===== src/rtl/iter_shift_unit.sv =====
// Iterative one-bit-per-cycle shifter for the shll/shrl/shra instructions.
// The result goes back to the register-file write port, and busy stalls issue while a shift is running.
//
// state   | meaning
// S_IDLE  | waiting for start; inputs are sampled here only
// S_SHIFT | shifting the latched value by one bit per clock
// S_DONE  | result valid; done/control_RegWrite pulse for one cycle
module iter_shift_unit #(
  parameter int DATA_W     = 32,
  parameter int SHAMT_W    = 5,
  parameter int REG_ADDR_W = 5
) (
  input  logic                  clk,
  input  logic                  rst,
  input  logic                  start,
  input  logic [1:0]            shift_op,
  input  logic [DATA_W-1:0]     operand,
  input  logic [SHAMT_W-1:0]    shamt,
  input  logic [REG_ADDR_W-1:0] dest_reg,
  output logic                  busy,
  output logic                  done,
  output logic [DATA_W-1:0]     writeData,
  output logic [REG_ADDR_W-1:0] writeReg,
  output logic                  control_RegWrite
);

  typedef enum logic [1:0] {
    S_IDLE  = 2'd0,
    S_SHIFT = 2'd1,
    S_DONE  = 2'd2
  } state_t;

  state_t                  state, state_next;
  logic [DATA_W-1:0]       sh_reg, sh_step;
  logic [SHAMT_W-1:0]      cnt;
  logic [1:0]              op;
  logic [REG_ADDR_W-1:0]   dst;
  logic                    accept;
  logic                    cnt_last;

  assign cnt_last = (cnt == SHAMT_W'(1));

  // Opcode 11 is reserved and behaves as a logical right shift.
  always_comb begin
    sh_step = sh_reg >> 1;
    case (op)
      2'b00:   sh_step = sh_reg << 1;
      2'b10:   sh_step = {sh_reg[DATA_W-1], sh_reg[DATA_W-1:1]};
      default: sh_step = sh_reg >> 1;
    endcase
  end

  always_comb begin
    state_next = state;
    accept     = 1'b0;
    case (state)
      S_IDLE: begin
        if (start) begin
          accept     = 1'b1;
          state_next = (shamt == '0) ? S_DONE : S_SHIFT;
        end
      end
      S_SHIFT: begin
        if (cnt_last) state_next = S_DONE;
      end
      S_DONE:  state_next = S_IDLE;
      default: state_next = S_IDLE;
    endcase
  end

  assign busy             = (state != S_IDLE);
  assign control_RegWrite = done;

  always_ff @(posedge clk) begin
    if (!rst) begin
      state     <= S_IDLE;
      done      <= 1'b0;
      writeData <= '0;
      writeReg  <= '0;
      sh_reg    <= '0;
      cnt       <= '0;
      op        <= '0;
      dst       <= '0;
    end else begin
      state <= state_next;
      // S_DONE lasts one cycle and always returns to S_IDLE, so this is a single pulse.
      done  <= (state_next == S_DONE);
      if (accept) begin
        sh_reg <= operand;
        op     <= shift_op;
        cnt    <= shamt;
        dst    <= dest_reg;
        if (shamt == '0) begin
          writeData <= operand;
          writeReg  <= dest_reg;
        end
      end else if (state == S_SHIFT) begin
        sh_reg <= sh_step;
        cnt    <= cnt - SHAMT_W'(1);
        if (cnt_last) begin
          writeData <= sh_step;
          writeReg  <= dst;
        end
      end
    end
  end

endmodule

===== config.mk =====
export PLATFORM = sky130hd
export DESIGN_NAME = iter_shift_unit
export DESIGN_NICKNAME = d
export VERILOG_FILES = /design/src/rtl/iter_shift_unit.sv
export SDC_FILE = /design/constraint.sdc
export NUM_CORES = 1
export LEC_CHECK = 0
export CELL_PAD_IN_SITES_DETAIL_PLACEMENT = 1
export CELL_PAD_IN_SITES_GLOBAL_PLACEMENT = 1
export CORE_MARGIN = 10
export CORE_UTILIZATION = 37
export DETAILED_ROUTE_END_ITERATION = 12
export PLACE_DENSITY_LB_ADDON = 0.25
export RECOVER_POWER = 50
export SLEW_MARGIN = 20
export SYNTH_ARGS = -nofsm -noshare
export SYNTH_HDL_FRONTEND = slang
export SYNTH_SLANG_ARGS = --single-unit

===== constraint.sdc =====
create_clock -name clk -period 2.2 [get_ports clk]
set_clock_uncertainty 0.2 [all_clocks]
set_input_delay 0.22 -clock clk [delete_from_list [all_inputs] [get_ports clk]]
set_output_delay 0.22 -clock clk [all_outputs]
set_load 0.005 [all_outputs]

==> metrics.cfg, run 1 <==
[placed_design]
hpwl_mm=7.223
placed_cell_area_sq_mm=0.004616
place_congestion=0.8312
portBuffers=86

[global_route]
grt_pass1_vias=3281
grt_use_total=0.1413
grt_max_degree=53
grt.overflow.total=0
grt_antenna_before_repair=0
grt_first_pass_wirelength_mm=16.70

[clocking]
cts_sinks=84
holdBufCountCts=0
cts.clk_slew.worst_paths_ns=0.10
root_buffer=clkbuf_8
clk_latency_ns=0.36
postCtsSetupBuffers=0
cts.htree.levels=3
clock_path_buffers=2
numCtsBuffers=9
ctsResizeCount=0
cts_tree=yes

[floorplanning]
die_y_um=118.1
initial_core_util=0.3832
rows=35
fp.coreArea_sq_mm=0.009284
io_pins=87
die_w_um=118.1
die_area_sq_mm=0.01394

[setup_path]
cp_data_arrival_time_ns=1.67
cp_top_family=buffers and inverters
path_max_fanout=8
critPathCaptureType=output pin
slowest_stage=clkdlybuf4s50_1
crit_start=state[0]
path_cells=buf_4, or2_2, clkdlybuf4s50_1
slowest_delay_ns=0.45
reg2reg_setup_slack_ns=0.19
required_ns=1.78
path_class=reg2out
cp-start-kind=flop
critPathBufInv=2
r2r_start=cnt[1]

[hold_path]
hp-start=shift_op[1]
hold_class=in2reg

[yosys]
async_reset_ff_frac=0
ys_seq_area_frac=0.4727
ys_ff_latch=84
yosys_most_used_dff=dfxtp_1
synth_top_area_cell=dfxtp_1
netlist_top_cells_area=dfxtp_1 47%, a22o_1 15%, mux2i_1 9.0%
synth_cell_type_count=40
yosysTopAreaCellShare=0.4727
synth_edf_count=0
yosys.cell_count.top_type=dfxtp_1
syn_nets=411
netlist_top_cells_count=84 x dfxtp_1, 60 x a22o_1, 47 x nand2_1
synth_area_sq_mm=0.003557
avgSynthCellArea_sq_um=9.826
synthCells=362
yosysWarnings=0

[route]
detail_route.first_pass.iterations=4
drtIter0Drc=162
vias=3038
drt-total-wl_mm=9.923
ant_nets=0
wl_per_cell_um=17.08
drcViolationCount=0
vias_per_cell=5.229

[status]
status=finished clean

[finish]
insertedDiodeCount=0
utilization=0.5170
layout-drive-gt1-share=0.09956
seq_area_sq_mm=0.001683
multi_input_area_sq_mm=0.001692
nFillCells=1060
design_area_sq_mm=0.004800
syn2layout_area_growth_pct=34.93
nets=496

[pwr]
vdd_drop_max_v=0.0003482
powerDensity_mw_per_mm2=703.9
leakage_nw=2.112
total_power_mw=3.378

[sta]
max_clock_freq_mhz=479.5
drv_slew=0
hold_ws_ns=0.2097
fin_setup_tns_ns=0
slew_headroom=0.7308
setup_viol=0
tightest_slew_ns=0.4038
finalCritPeriodShare=0.9480
finalCriticalPeriod_ns=2.086
rsz0062_at_grt=false
hold_viol=0

[run]
drv_cap=0

## power by group
part	internal, mW	total [mW]	switching, mW
Sequential	1.60	1.66	0.0653
Combinational	0.273	0.545	0.273
Clock	0.543	1.17	0.627
Total	2.41	3.38	0.965
## per-layer routing
layer	share of wire	GRT usage	vias up
met2	0.46	0.2269	64
li1	-	-	1494
met4	0.012	0.04405	0
met1	0.49	0.1825	1468
met3	0.040	0.03261	12
met5	0	0	-
## placed cells by master (no fill, tap or decap), types with 2 or more instances in the layout
cell type        count
a21o_1               3
a21oi_1             17
a22o_1              60
and2_1               5
buf_12               5
buf_4                7
clkbuf_1             2
clkbuf_2             3
clkbuf_8             9
clkdlybuf4s50_1     47
dfxtp_1             83
dlygate4sd3_1       39
ha_1                 2
inv_1                5
inv_6                4
mux2_4               5
mux2i_1             32
nand2_1             47
nand3_1              3
nand3b_1             4
nor2_1               7
nor2_2               2
nor3_1               3
o21ai_0             33
## logic make-up (layout without fill, tap and decap cells)
| logic type | Yosys count | after routing | share of synthesized area |
|---|---|---|---|
| compound gates | 122 | 122 | 0.2455 |
| flops | 84 | 84 | 0.4727 |
| simple gates | 82 | 82 | 0.1105 |
| mux | 37 | 37 | 0.1112 |
| buf+inv | 35 | 125 | 0.05311 |
| fa+ha+maj | 2 | 2 | 0.007034 |
## per-stage QoR
stage,setup WS (ns),cells
floorplan,0.3978,362
global placement,0.03224,565
detailed placement,-0.003748,565
CTS,0.03888,581
global route,0.05109,581
finish,0.1145,581
## cell type report
class | instances | area share
Clock buffer | 9 | 0.02581
Clock inverter | 7 | 0.01694
Multi-Input combinational cell | 243 | 0.3525
Inverter | 6 | 0.004692
Tap cell | 129 | 0.03363
Sequential cell | 84 | 0.3506
Timing Repair Buffer | 103 | 0.2158
## worst min-delay path, stage by stage
cell	delay, ns
clkdlybuf4s50_1	0.40
nand2_1	0.06
a21oi_1	0.05
## path summary, 6_finish.rpt
| check | endpoint | cells past startpoint |
|---|---|---|
| setup / recovery | busy | 3 |
| hold reg to reg | dst[1] | 2 |
| hold / removal | op[1] | 3 |
| setup reg to reg | writeReg[4] | 6 |
No activity file was read; power rests on OpenSTA's default activity.
==> run 2, diff against run 1 <==
--- a/config.mk
+++ b/config.mk
@@ -7,9 +7,10 @@
 export LEC_CHECK = 0
 export CELL_PAD_IN_SITES_DETAIL_PLACEMENT = 1
 export CELL_PAD_IN_SITES_GLOBAL_PLACEMENT = 1
-export CORE_MARGIN = 10
+export CORE_MARGIN = 5
 export CORE_UTILIZATION = 37
 export DETAILED_ROUTE_END_ITERATION = 12
+export GPL_TIMING_DRIVEN = 0
 export PLACE_DENSITY_LB_ADDON = 0.25
 export RECOVER_POWER = 50
 export SLEW_MARGIN = 20
==> constraint.sdc (replaced) <==
create_clock -name clk -period 2.3 [get_ports clk]
set_clock_uncertainty 0.2 [all_clocks]
set_input_delay 0.23 -clock clk [delete_from_list [all_inputs] [get_ports clk]]
set_output_delay 0.23 -clock clk [all_outputs]
set_load 0.005 [all_outputs]
==> metrics.cfg, run 2 (synthesized netlist as in run 1, its figures left out) <==
[status]
status=finished clean

[floorplanning]
io_pins=87
die_area_sq_mm=0.01167
rows=35
die_y_um=108.1
fp.coreArea_sq_mm=0.009328
initial_core_util=0.3814
die_w_um=108.1

[global_route]
grt.overflow.total=0
grt_pass1_vias=3295
grt_first_pass_wirelength_mm=16.70
grt_use_total=0.1773
grt_max_degree=16
grt_antenna_before_repair=0

[setup_path]
r2r_start=state[0]
path_cells=dlygate4sd3_1, nor3b_4, buf_4, clkbuf_1, o21ai_0, a22o_1
required_ns=2.34
cp-start-kind=input pin
reg2reg_setup_slack_ns=0.33
critPathCaptureType=flop
slowest_delay_ns=0.69
path_class=in2reg
timing.rr.end=sh_reg[16]
crit_start=start
path_max_fanout=10
cp_data_arrival_time_ns=2.20
ff2ff_path_depth=6
slowest_stage=dlygate4sd3_1

[sta]
hold_viol=0
slew_headroom=0.6722
fin_setup_tns_ns=0
tightest_slew_ns=0.4916
rsz0062_at_grt=false
finalCritPeriodShare=0.9363
hold_ws_ns=0.2613
drv_slew=0
setup_viol=0
max_clock_freq_mhz=464.4
finalCriticalPeriod_ns=2.153

[clocking]
cts_tree=yes
cts.htree.levels=3
clock_path_buffers=2
holdBufCountCts=0
cts_sinks=84
clk_latency_ns=0.34
numCtsBuffers=9
cts.clk_slew.worst_paths_ns=0.09
root_buffer=clkbuf_8

[finish]
insertedDiodeCount=0
final_cell_mix=84 x dfxtp_1, 60 x a22o_1, 47 x nand2_1
nets=510
utilization=0.5143
multi_input_area_sq_mm=0.001682
fin_cells=595
nFillCells=1067
layout-drive-gt1-share=0.1009
final_common_cell=dfxtp_1
syn2layout_area_growth_pct=34.86
seq_area_sq_mm=0.001682

[hold_path]
hp-start=dest_reg[2]
hold_class=in2reg
hold_depth=3
whs_endpoint=dst[2]

[pwr]
vdd_drop_max_v=0.0003386
pwr-share-seq=0.495
switching_share=0.2778
p_int_mw=2.319
p_comb_frac=0.163
leakage_nw=2.122
switchingPower_mw=0.8922
powerDensity_mw_per_mm2=669.5
total_power_mw=3.212
clkPwrFrac=0.342

[placed_design]
portBuffers=86
place_inst=577
place_congestion=0.8405
hpwl_mm=7.494

[route]
vias=3102
drcViolationCount=0
wl_per_cell_um=17.10
detail_route.first_pass.iterations=4
ant_nets=0
drt-total-wl_mm=10.17
vias_per_cell=5.213
drtIter0Drc=100

[run]
drv_cap=0

==> run 2: cell count changes in the layout (fill, tap and decap cells not counted), moves of 2 or more <==
| cell | previous run | this run |
|---|---|---|
| buf_12 | 5 | 0 |
| buf_2 | 0 | 9 |
| buf_6 | 0 | 4 |
| clkbuf_1 | 2 | 11 |
| clkbuf_2 | 3 | 1 |
| clkdlybuf4s50_1 | 47 | 45 |
| clkinvlp_4 | 1 | 3 |
| dlygate4sd3_1 | 39 | 41 |
| inv_6 | 4 | 2 |
| nor2_1 | 7 | 9 |
==> run 2: timing repair <==
action                                  4_1_cts  5_1_grt
endpoints found under the setup margin        1       27
gates resized for setup                       1        0
buffers inserted                              0        2
==> run 2: cell type report <==
class	instances	share of cell area
clock buffers	10	0.02869
multi-input cells	243	0.3505
clock inverters	6	0.01461
repair buffers	88	0.1826
well taps	129	0.03365
flip-flops and latches	84	0.3505
plain buffers	29	0.03469
inverters	6	0.004695
==> run 2: routing by layer <==
layer	GRT usage	vias up	wire, um	share of wire
met4	0.04328	0	68	0.0067
met2	0.3042	56	4878	0.48
li1	-	1521	-	-
met5	0	-	0	0
met1	0.2345	1520	4916	0.48
met3	0.02687	5	309	0.030
==> run 2: critical path, delay by kind of cell <==
kind / cells / cell delay [ns]
and+or+nand+nor: 1 / 0.29
buffers and inverters: 3 / 1.19
AOI/OAI and AO/OA: 2 / 0.48
==> run 2: how the worst max path moves through the flow <==
stage | endpoint | cells past startpoint
CTS | sh_reg[29] | 5
floorplan | writeReg[0] | 7
detailed placement | writeData[29] | 5
global route | writeData[8] | 6
finish | writeData[10] | 6
global placement | sh_reg[29] | 5
==> run 2: stage by stage <==
step	setup slack, ns	cell area (sq um)
2_1_floorplan	0.4978	3557
3_3_place_gp	-0.3434	4579
3_5_place_dp	-0.3484	4579
4_1_cts	0.01085	4788
5_1_grt	0.02279	4797
6_report	0.1466	4797
==> run 2: power groups by stage <==
stage	Sequential, mW	Combinational [mW]	Clock [mW]
after floorplan	1.60	0.319	0
after global placement	1.62	0.515	0
after detailed placement	1.62	0.529	0
after CTS	1.59	0.533	1.12
after global routing	1.60	0.580	1.19
final	1.59	0.524	1.10
